[src/rtl/run_controller.sv]
// Sequences a controlled component through reset / go phases for a number of runs,
// measuring per-run cycle counts with an optional per-run cycle limit.
module run_controller #(
  parameter int RESET_CYCLES = 3,
  parameter int CW           = 64,
  parameter int RW           = 8,
  parameter int REARM_RESET  = 0
) (
  input  logic          clk,
  input  logic          reset,
  input  logic          start,
  input  logic [RW-1:0] num_runs,
  input  logic [CW-1:0] cycle_limit,
  input  logic          dut_done,
  output logic          dut_reset,
  output logic          dut_go,
  output logic          busy,
  output logic          finished,
  output logic          timeout,
  output logic [CW-1:0] last_cycles,
  output logic [CW-1:0] total_cycles,
  output logic [RW-1:0] runs_done,
  output logic [2:0]    dbg_state
);

  typedef enum logic [2:0] {
    S_IDLE = 3'd0,
    S_RST  = 3'd1,
    S_RUN  = 3'd2,
    S_GAP  = 3'd3,
    S_END  = 3'd4
  } state_t;

  localparam int RCW = (RESET_CYCLES > 1) ? $clog2(RESET_CYCLES) : 1;
  localparam logic [CW-1:0] CNT_MAX = '1;

  state_t         state_q;
  logic [RCW-1:0] rst_cnt_q;
  logic [CW-1:0]  run_cnt_q;
  logic [CW-1:0]  lim_q;
  logic [RW-1:0]  n_q;
  logic [CW-1:0]  last_q;
  logic [CW-1:0]  total_q;
  logic [RW-1:0]  runs_q;
  logic           dut_reset_q;
  logic           dut_go_q;
  logic           busy_q;
  logic           finished_q;
  logic           timeout_q;

  logic [CW-1:0]  run_d;
  logic [CW:0]    sum_d;
  logic [CW-1:0]  total_d;
  logic           last_run_d;

  // run_cnt_q holds completed RUN cycles; run_d is the count including this cycle.
  always_comb begin
    run_d      = (run_cnt_q == CNT_MAX) ? CNT_MAX : run_cnt_q + CW'(1);
    sum_d      = {1'b0, total_q} + {1'b0, run_d};
    total_d    = sum_d[CW] ? CNT_MAX : sum_d[CW-1:0];
    last_run_d = ((runs_q + RW'(1)) == n_q);
  end

  always_ff @(posedge clk) begin
    if (reset) begin
      state_q     <= S_IDLE;
      rst_cnt_q   <= '0;
      run_cnt_q   <= '0;
      lim_q       <= '0;
      n_q         <= '0;
      last_q      <= '0;
      total_q     <= '0;
      runs_q      <= '0;
      dut_reset_q <= 1'b0;
      dut_go_q    <= 1'b0;
      busy_q      <= 1'b0;
      finished_q  <= 1'b0;
      timeout_q   <= 1'b0;
    end else begin
      finished_q <= 1'b0;
      case (state_q)
        S_IDLE: begin
          if (start) begin
            timeout_q   <= 1'b0;
            total_q     <= '0;
            runs_q      <= '0;
            n_q         <= (num_runs == '0) ? RW'(1) : num_runs;
            lim_q       <= cycle_limit;
            rst_cnt_q   <= '0;
            dut_reset_q <= 1'b1;
            busy_q      <= 1'b1;
            state_q     <= S_RST;
          end
        end
        S_RST: begin
          if (rst_cnt_q == RCW'(RESET_CYCLES - 1)) begin
            dut_reset_q <= 1'b0;
            dut_go_q    <= 1'b1;
            run_cnt_q   <= '0;
            state_q     <= S_RUN;
          end else begin
            rst_cnt_q <= rst_cnt_q + RCW'(1);
          end
        end
        S_RUN: begin
          run_cnt_q <= run_d;
          // Done wins over a limit reached in the same cycle.
          if (dut_done) begin
            last_q   <= run_d;
            total_q  <= total_d;
            runs_q   <= runs_q + RW'(1);
            dut_go_q <= 1'b0;
            state_q  <= last_run_d ? S_END : S_GAP;
          end else if (lim_q != '0 && run_d == lim_q) begin
            timeout_q <= 1'b1;
            last_q    <= lim_q;
            dut_go_q  <= 1'b0;
            state_q   <= S_END;
          end
        end
        S_GAP: begin
          if (REARM_RESET != 0) begin
            rst_cnt_q   <= '0;
            dut_reset_q <= 1'b1;
            state_q     <= S_RST;
          end else begin
            run_cnt_q <= '0;
            dut_go_q  <= 1'b1;
            state_q   <= S_RUN;
          end
        end
        S_END: begin
          busy_q     <= 1'b0;
          finished_q <= 1'b1;
          state_q    <= S_IDLE;
        end
        default: begin
          dut_reset_q <= 1'b0;
          dut_go_q    <= 1'b0;
          busy_q      <= 1'b0;
          state_q     <= S_IDLE;
        end
      endcase
    end
  end

  assign dut_reset    = dut_reset_q;
  assign dut_go       = dut_go_q;
  assign busy         = busy_q;
  assign finished     = finished_q;
  assign timeout      = timeout_q;
  assign last_cycles  = last_q;
  assign total_cycles = total_q;
  assign runs_done    = runs_q;
  assign dbg_state    = state_q;

endmodule

[config.mk]
export PLATFORM = sky130hd
export DESIGN_NAME = run_controller
export DESIGN_NICKNAME = d
export VERILOG_FILES = /design/src/rtl/run_controller.sv
export SDC_FILE = /design/constraint.sdc
export NUM_CORES = 1
export LEC_CHECK = 0
export CAP_MARGIN = 10
export CORE_MARGIN = 2
export CORE_UTILIZATION = 55
export DETAILED_ROUTE_END_ITERATION = 10
export PLACE_DENSITY = 0.9
export SLEW_MARGIN = 20
export SYNTH_ARGS = -nofsm -noshare
export SYNTH_HDL_FRONTEND = slang
export SYNTH_SLANG_ARGS = --single-unit
[constraint.sdc]
create_clock -name clk -period 8.25 [get_ports clk]
set_clock_uncertainty 0.2 [all_clocks]
set_input_delay 2.0625 -clock clk [delete_from_list [all_inputs] [get_ports clk]]
set_output_delay 2.0625 -clock clk [all_outputs]
set_load 0.01 [all_outputs]
==> results of run 1 <==
final cells by class:
type | instances | area, um2
Sequential cell | 282 | 5650
Timing Repair Buffer | 246 | 2390
Inverter | 33 | 124
Clock inverter | 10 | 175
Tap cell | 442 | 553
Multi-Input combinational cell | 1934 | 11900
Clock buffer | 48 | 973
Fill cell | 2706 | 10900
layout by cell type (no fill, tap or decap), drive strengths merged, types with 26 or more instances in the layout:
master / count
nand2: 350
dfxtp: 282
a21oi: 225
clkdlybuf4s50: 217
nor2: 216
o21ai: 165
xnor2: 79
nand3: 79
a22oi: 69
ha: 67
xor2: 59
nand4: 55
clkbuf: 49
nor2b: 47
nor4: 47
a21o: 40
nor3: 38
a31oi: 37
inv: 35
and3: 29
buf: 28
nand2b: 26
a311oi: 26
o41ai: 26
final timing paths:
path                     end
max reg2reg  total_cycles[3]
min reg2reg  total_cycles[6]
min          total_cycles[6]
max          total_cycles[3]
worst max-delay path: stages, from the launching register on:
cell,delay (ns)
dfxtp_1,0.50
nand4_1,0.20
or4_4,0.68
nor3_1,0.36
nand2_2,0.37
nand2b_1,0.31
ha_1,0.32
nor2b_1,0.16
o31a_1,0.27
o41ai_1,0.30
o21ai_0,0.29
o211ai_1,0.34
nand3_1,0.20
o21ai_0,0.30
a21oi_1,0.13
o21ai_0,0.44
o21a_1,0.20
buf_4,0.30
o21ai_0,0.14
a22o_1,0.21
layer usage:
metal / vias to the layer above / track usage (%) / routed length, um
met2: 1259 / 56.8 / 29000
li1: 9044 / - / -
met3: 224 / 8.41 / 8150
met5: - / 0 / 0
met4: 0 / 16.9 / 3400
met1: 9400 / 52.1 / 28100
synthesized netlist by cell type (37+ instances only):
cell,n,area share [%]
nand4_1,54,1.8
o21ai_0,151,4.1
xor2_1,59,2.8
a21oi_1,225,6.1
nor3_1,38,1.0
nand3_1,77,2.1
ha_1,67,4.6
a21o_1,40,1.6
nor2_1,214,4.4
clkbuf_1,136,2.8
a31oi_1,37,1.3
nand2_1,349,7.1
a22oi_1,69,2.8
dfxtp_1,282,31
nor2b_1,47,1.6
xnor2_1,79,3.8
nor4_1,40,1.4
flip-flops by register name (all words and copies together), names as in the netlist:
| register | cells |
|---|---|
| rst_cnt_q | 2 |
| dbg_state | 3 |
| runs_done | 8 |
| busy | 1 |
| lim_q | 64 |
| run_cnt_q | 64 |
| n_q | 8 |
| timeout | 1 |
| total_cycles | 64 |
| finished | 1 |
| last_cycles | 64 |
| dut_go | 1 |
| dut_reset | 1 |
power by group through the flow:
stage / sequential, mW / clock (mW) / combinational [mW]
after global routing: 1.44 / 1.62 / 0.290
after detailed placement: 1.47 / 0 / 0.261
after floorplan: 1.44 / 0 / 0.164
final: 1.44 / 1.55 / 0.270
after global placement: 1.46 / 0 / 0.257
after CTS: 1.44 / 1.57 / 0.263
cell families after synthesis:
family	share of synthesized area [%]
and+or+nand+nor	26.0
AOI/OAI and AO/OA	26.0
DFF	30.7
muxes	1.31
adders and majority gates	4.67
buffers and inverters	4.52
xor gates and xnor gates	6.71
per-stage QoR:
step / utilization [%] / cell area (um2) / setup slack (ns) / std cells
CTS: 66.7 / 21800 / 2.02 / 2995
global placement: 63.2 / 20700 / 2.17 / 2937
global route: 66.7 / 21800 / 1.51 / 2995
detailed placement: 63.2 / 20700 / 2.06 / 2937
finish: 66.7 / 21800 / 1.89 / 2995
floorplan: - / 18400 / 2.63 / 2422
==> results.cfg, run 1 <==
[clock_network]
clock_path_buffers = 3
post-cts-setup-buffers = 0
clkSinkCount = 282
cts_tree = yes
path_clk_slew_ns = 0.06
htreeDepth = 2
hold_buffers = 0
cts_resized = 0
cts_buffers = 34
clk-insertion-delay-late_ns = 0.53
root_buffer = clkbuf_16

[worst_setup_path]
arrival_ns = 6.57
r2r_setup_slack_ns = 1.89
worstPathRequired_ns = 8.45
critPathKind = reg2reg
endpoint_kind = flop
crit_start = run_cnt_q[26]
reg2reg_depth = 19
r2r-start = run_cnt_q[26]
start_kind = flop
crit_fanout = 22

[hold_path]
hold_class = reg2reg
hp-start = total_cycles[6]
hold_depth = 2

[routing]
post_drt_wl_per_cell_um = 22.9
drt_pre_antenna_iters = 8
dr_total_vias = 19900
drtIter0Drc = 2609
vias_per_cell = 6.65
drcViolationCount = 0
routed_wl_um = 68700
postRouteAntennaNets = 0

[timing]
rsz0062_at_grt = no
holdWs_ns = 0.259
finalHoldViolations = 0
tightest_slew_ns = 1.05
final.min_clock_period_ns = 6.36
setup_viol = 0
relSlewSlack_pct = 29.9
fmax_ghz = 0.157
period_share_pct = 77.1
tns_ns = 0
report.final.slew_viol_count = 0

[power_and_ir_drop]
leakagePower_nw = 8.52
power_switching_uw = 824
power.internal_mw = 2.44
pwr-share-comb_pct = 8.3
switching_share_pct = 25.2
power_density_nw_per_um2 = 150
power_frac_seq_pct = 44.1
clock_power_share_pct = 47.6
ir_drop_mv = 0.139
power_mw = 3.27

[yosys]
syn_area_per_cell_um2 = 7.58
yosysWarnings = 0
ys.flop_type = dfxtp_1
synth_area_um2 = 18400
syn_inst = 2422
synth.net_count = 2566
ys_types = 90
ys_async_sr_fraction_pct = 0
synth-seq-area-share_pct = 30.7
ys_ff_latch = 282
synth_edf_count = 0

[floorplan]
start_util_pct = 56.2
die_h_um = 187
num_rows = 66
ios = 220
fp.dieW_um = 187
dieArea_um2 = 34900
core_area_um2 = 32700

[final_layout]
diodes = 0
finalNetCount = 2675
area_growth_pct = 18.7
drive_gt1_share_pct = 5.72

[global_routing]
antenna_found_initial = 0
gr-usage-all-layers_pct = 37.9
grt_pass1_vias = 18400
grt_pass1_wl_um = 106000
grt_max_degree = 107
grt-ovfl-total = 0

[run_status]
status = finished, final reports clean

[run]
cap_violations = 0

[place]
gp_congestion = 1.03
hpwl_um = 50300
port-buffer-count = 219
No activity file was read; power rests on OpenSTA's default activity.
==> run 2, diff against run 1 <==
Clock period 8.25 ns to 5.9 ns, I/O delays scaled along.
==> run 2 against run 1 <==
  * Count of clock-buffer cells in the layout shrank 10
  * Via count grew 2.5%
  * Maximum frequency grew 11%
  * Die area is the same
  * Non-clock buffer count grew 55
  * Sequential power grew 40%
  * Worst setup slack lost 1.7 ns
  * Critical path type unchanged
  * Largest cell class unchanged
  * Highest routed layer unchanged
==> results.cfg, run 2 (same netlist as run 1, synthesis figures left out) <==
[run_status]
status = finished, final reports clean

[timing]
setup_ws_ns = 0.192
setup_viol = 0
period_share_pct = 96.7
tns_ns = 0
rsz0062_at_grt = no
tightest_slew_ns = 1.15
relSlewSlack_pct = 23.1
holdWs_ns = 0.262
report.final.slew_viol_count = 0
fmax_ghz = 0.175
final.min_clock_period_ns = 5.71
finalHoldViolations = 0

[worst_setup_path]
crit_top_cell = and4_1
endpoint_kind = flop
arrival_ns = 5.97
crit_path_cell_trace = and4_1 > nand2_1 > or4_1 > o211ai_2 > o21a_1 > ha_1 > and4_1 > and3_1 > and4_1 > o211ai_1 > nand3_1 > o21ai_1 > a21oi_1 > o21ai_0 > buf_4 > o21ai_2 > buf_12 > o21ai_0 > nand2_1
start_kind = flop
slowest_stage = or4_1
worstPathRequired_ns = 6.16
crit_path_max_incr_delay_ns = 0.74
path_buf_inv = 2
crit_fanout = 34
cpLargestDelayFamily = simple AND/OR/NAND/NOR gates
critPathKind = reg2reg

[final_layout]
fin_util_pct = 68.0
area_growth_pct = 21.0
mostFrequentLayoutCell = nand2_1
layout_common_cells = nand2_1, dfxtp_1, a21oi_1
drive_gt1_share_pct = 7.90
stdcell_area_um2 = 22200
finalNetCount = 2727
fillerInstances = 2692
final_cell_count_no_fill = 3049
diodes = 0

[floorplan]
num_rows = 66
start_util_pct = 56.2
die_h_um = 187
fp.dieW_um = 187
ios = 220
dieArea_um2 = 34900
core_area_um2 = 32700

[global_routing]
grt_pass1_wl_um = 109000
grt-ovfl-total = 0
gr-usage-all-layers_pct = 38.7
grt_pass1_vias = 19100
antenna_found_initial = 0
grt_max_degree = 132

[routing]
post_drt_wl_per_cell_um = 23.2
drtIter0Drc = 2812
dr_total_vias = 20400
routed_wl_um = 70600
drcViolationCount = 0
postRouteAntennaNets = 0
drt_pre_antenna_iters = 7
vias_per_cell = 6.70

[place]
dp.cells = 2992
dpl_worst_slack_ns = 0.0900
dpl_cell_area_um2 = 21100
gp_congestion = 1.03
port-buffer-count = 219
hpwl_um = 51000

[clock_network]
cts_buffers = 31
clk-insertion-delay-late_ns = 0.60
path_clk_slew_ns = 0.06
root_buffer = clkbuf_16
hold_buffers = 0
clkSinkCount = 282
clock_path_buffers = 3
cts_tree = yes
htreeDepth = 1

[power_and_ir_drop]
ir_drop_mv = 0.227
leakagePower_nw = 8.79
power_density_nw_per_um2 = 203
power_mw = 4.51

[hold_path]
hold_class = reg2reg

[run]
cap_violations = 0
## run 2: cell types whose count changed in the layout (fill, tap and decap cells not counted), sizes merged
cell / before / now
buf: 28 / 83
inv: 35 / 33
clkinv: 3 / 9
bufinv: 4 / 6
clkinvlp: 1 / 4
clkbuf: 49 / 39
## run 2: final timing paths
path	to	cells after the start	slack, ns	startpoint
setup / recovery	total_cycles[16]	19	0.19	run_cnt_q[52]
hold / removal	total_cycles[60]	2	0.26	total_cycles[60]
setup reg to reg	total_cycles[16]	19	0.19	run_cnt_q[52]
hold reg to reg	total_cycles[60]	2	0.26	total_cycles[60]
## run 2: layout make-up
cell class	count	area (um2)	area share, %
Multi-Input combinational cell	1934	12000	53.9
Sequential cell	282	5650	25.4
Timing Repair Buffer	301	2840	12.8
Clock buffer	38	822	3.70
Tap cell	442	553	2.49
Clock inverter	19	263	1.18
Inverter	33	124	0.557
## run 2: worst register-to-register path, delay by kind of cell (launching register included)
kind                       cells  cell delay, ns
AOI/OAI and AO/OA              8            1.86
adders and majority gates      1            0.40
buffers and inverters          2            0.37
DFF                            1            0.47
and+or+nand+nor                8            2.27
## run 2: where the power goes
| group | switching [mW] | internal, mW | total, mW |
|---|---|---|---|
| combinational | 0.238 | 0.148 | 0.386 |
| sequential | 0.0722 | 1.94 | 2.01 |
| clock | 0.857 | 1.25 | 2.11 |
| total | 1.17 | 3.34 | 4.51 |
## run 2: routing by layer
layer / vias up / GRT usage (%) / wire length [um]
li1: 9141 / - / -
met1: 9539 / 53.5 / 28900
met2: 1448 / 57.5 / 29700
met3: 294 / 7.05 / 8050
met4: 0 / 20.1 / 4030
met5: - / 0 / 0
## run 2: timing repair
action / in CTS / in global routing
endpoints found under the setup margin: 0 / 45
endpoints found under the hold margin: 0 / 0
buffers inserted: 0 / 0
resized for setup: 0 / 5
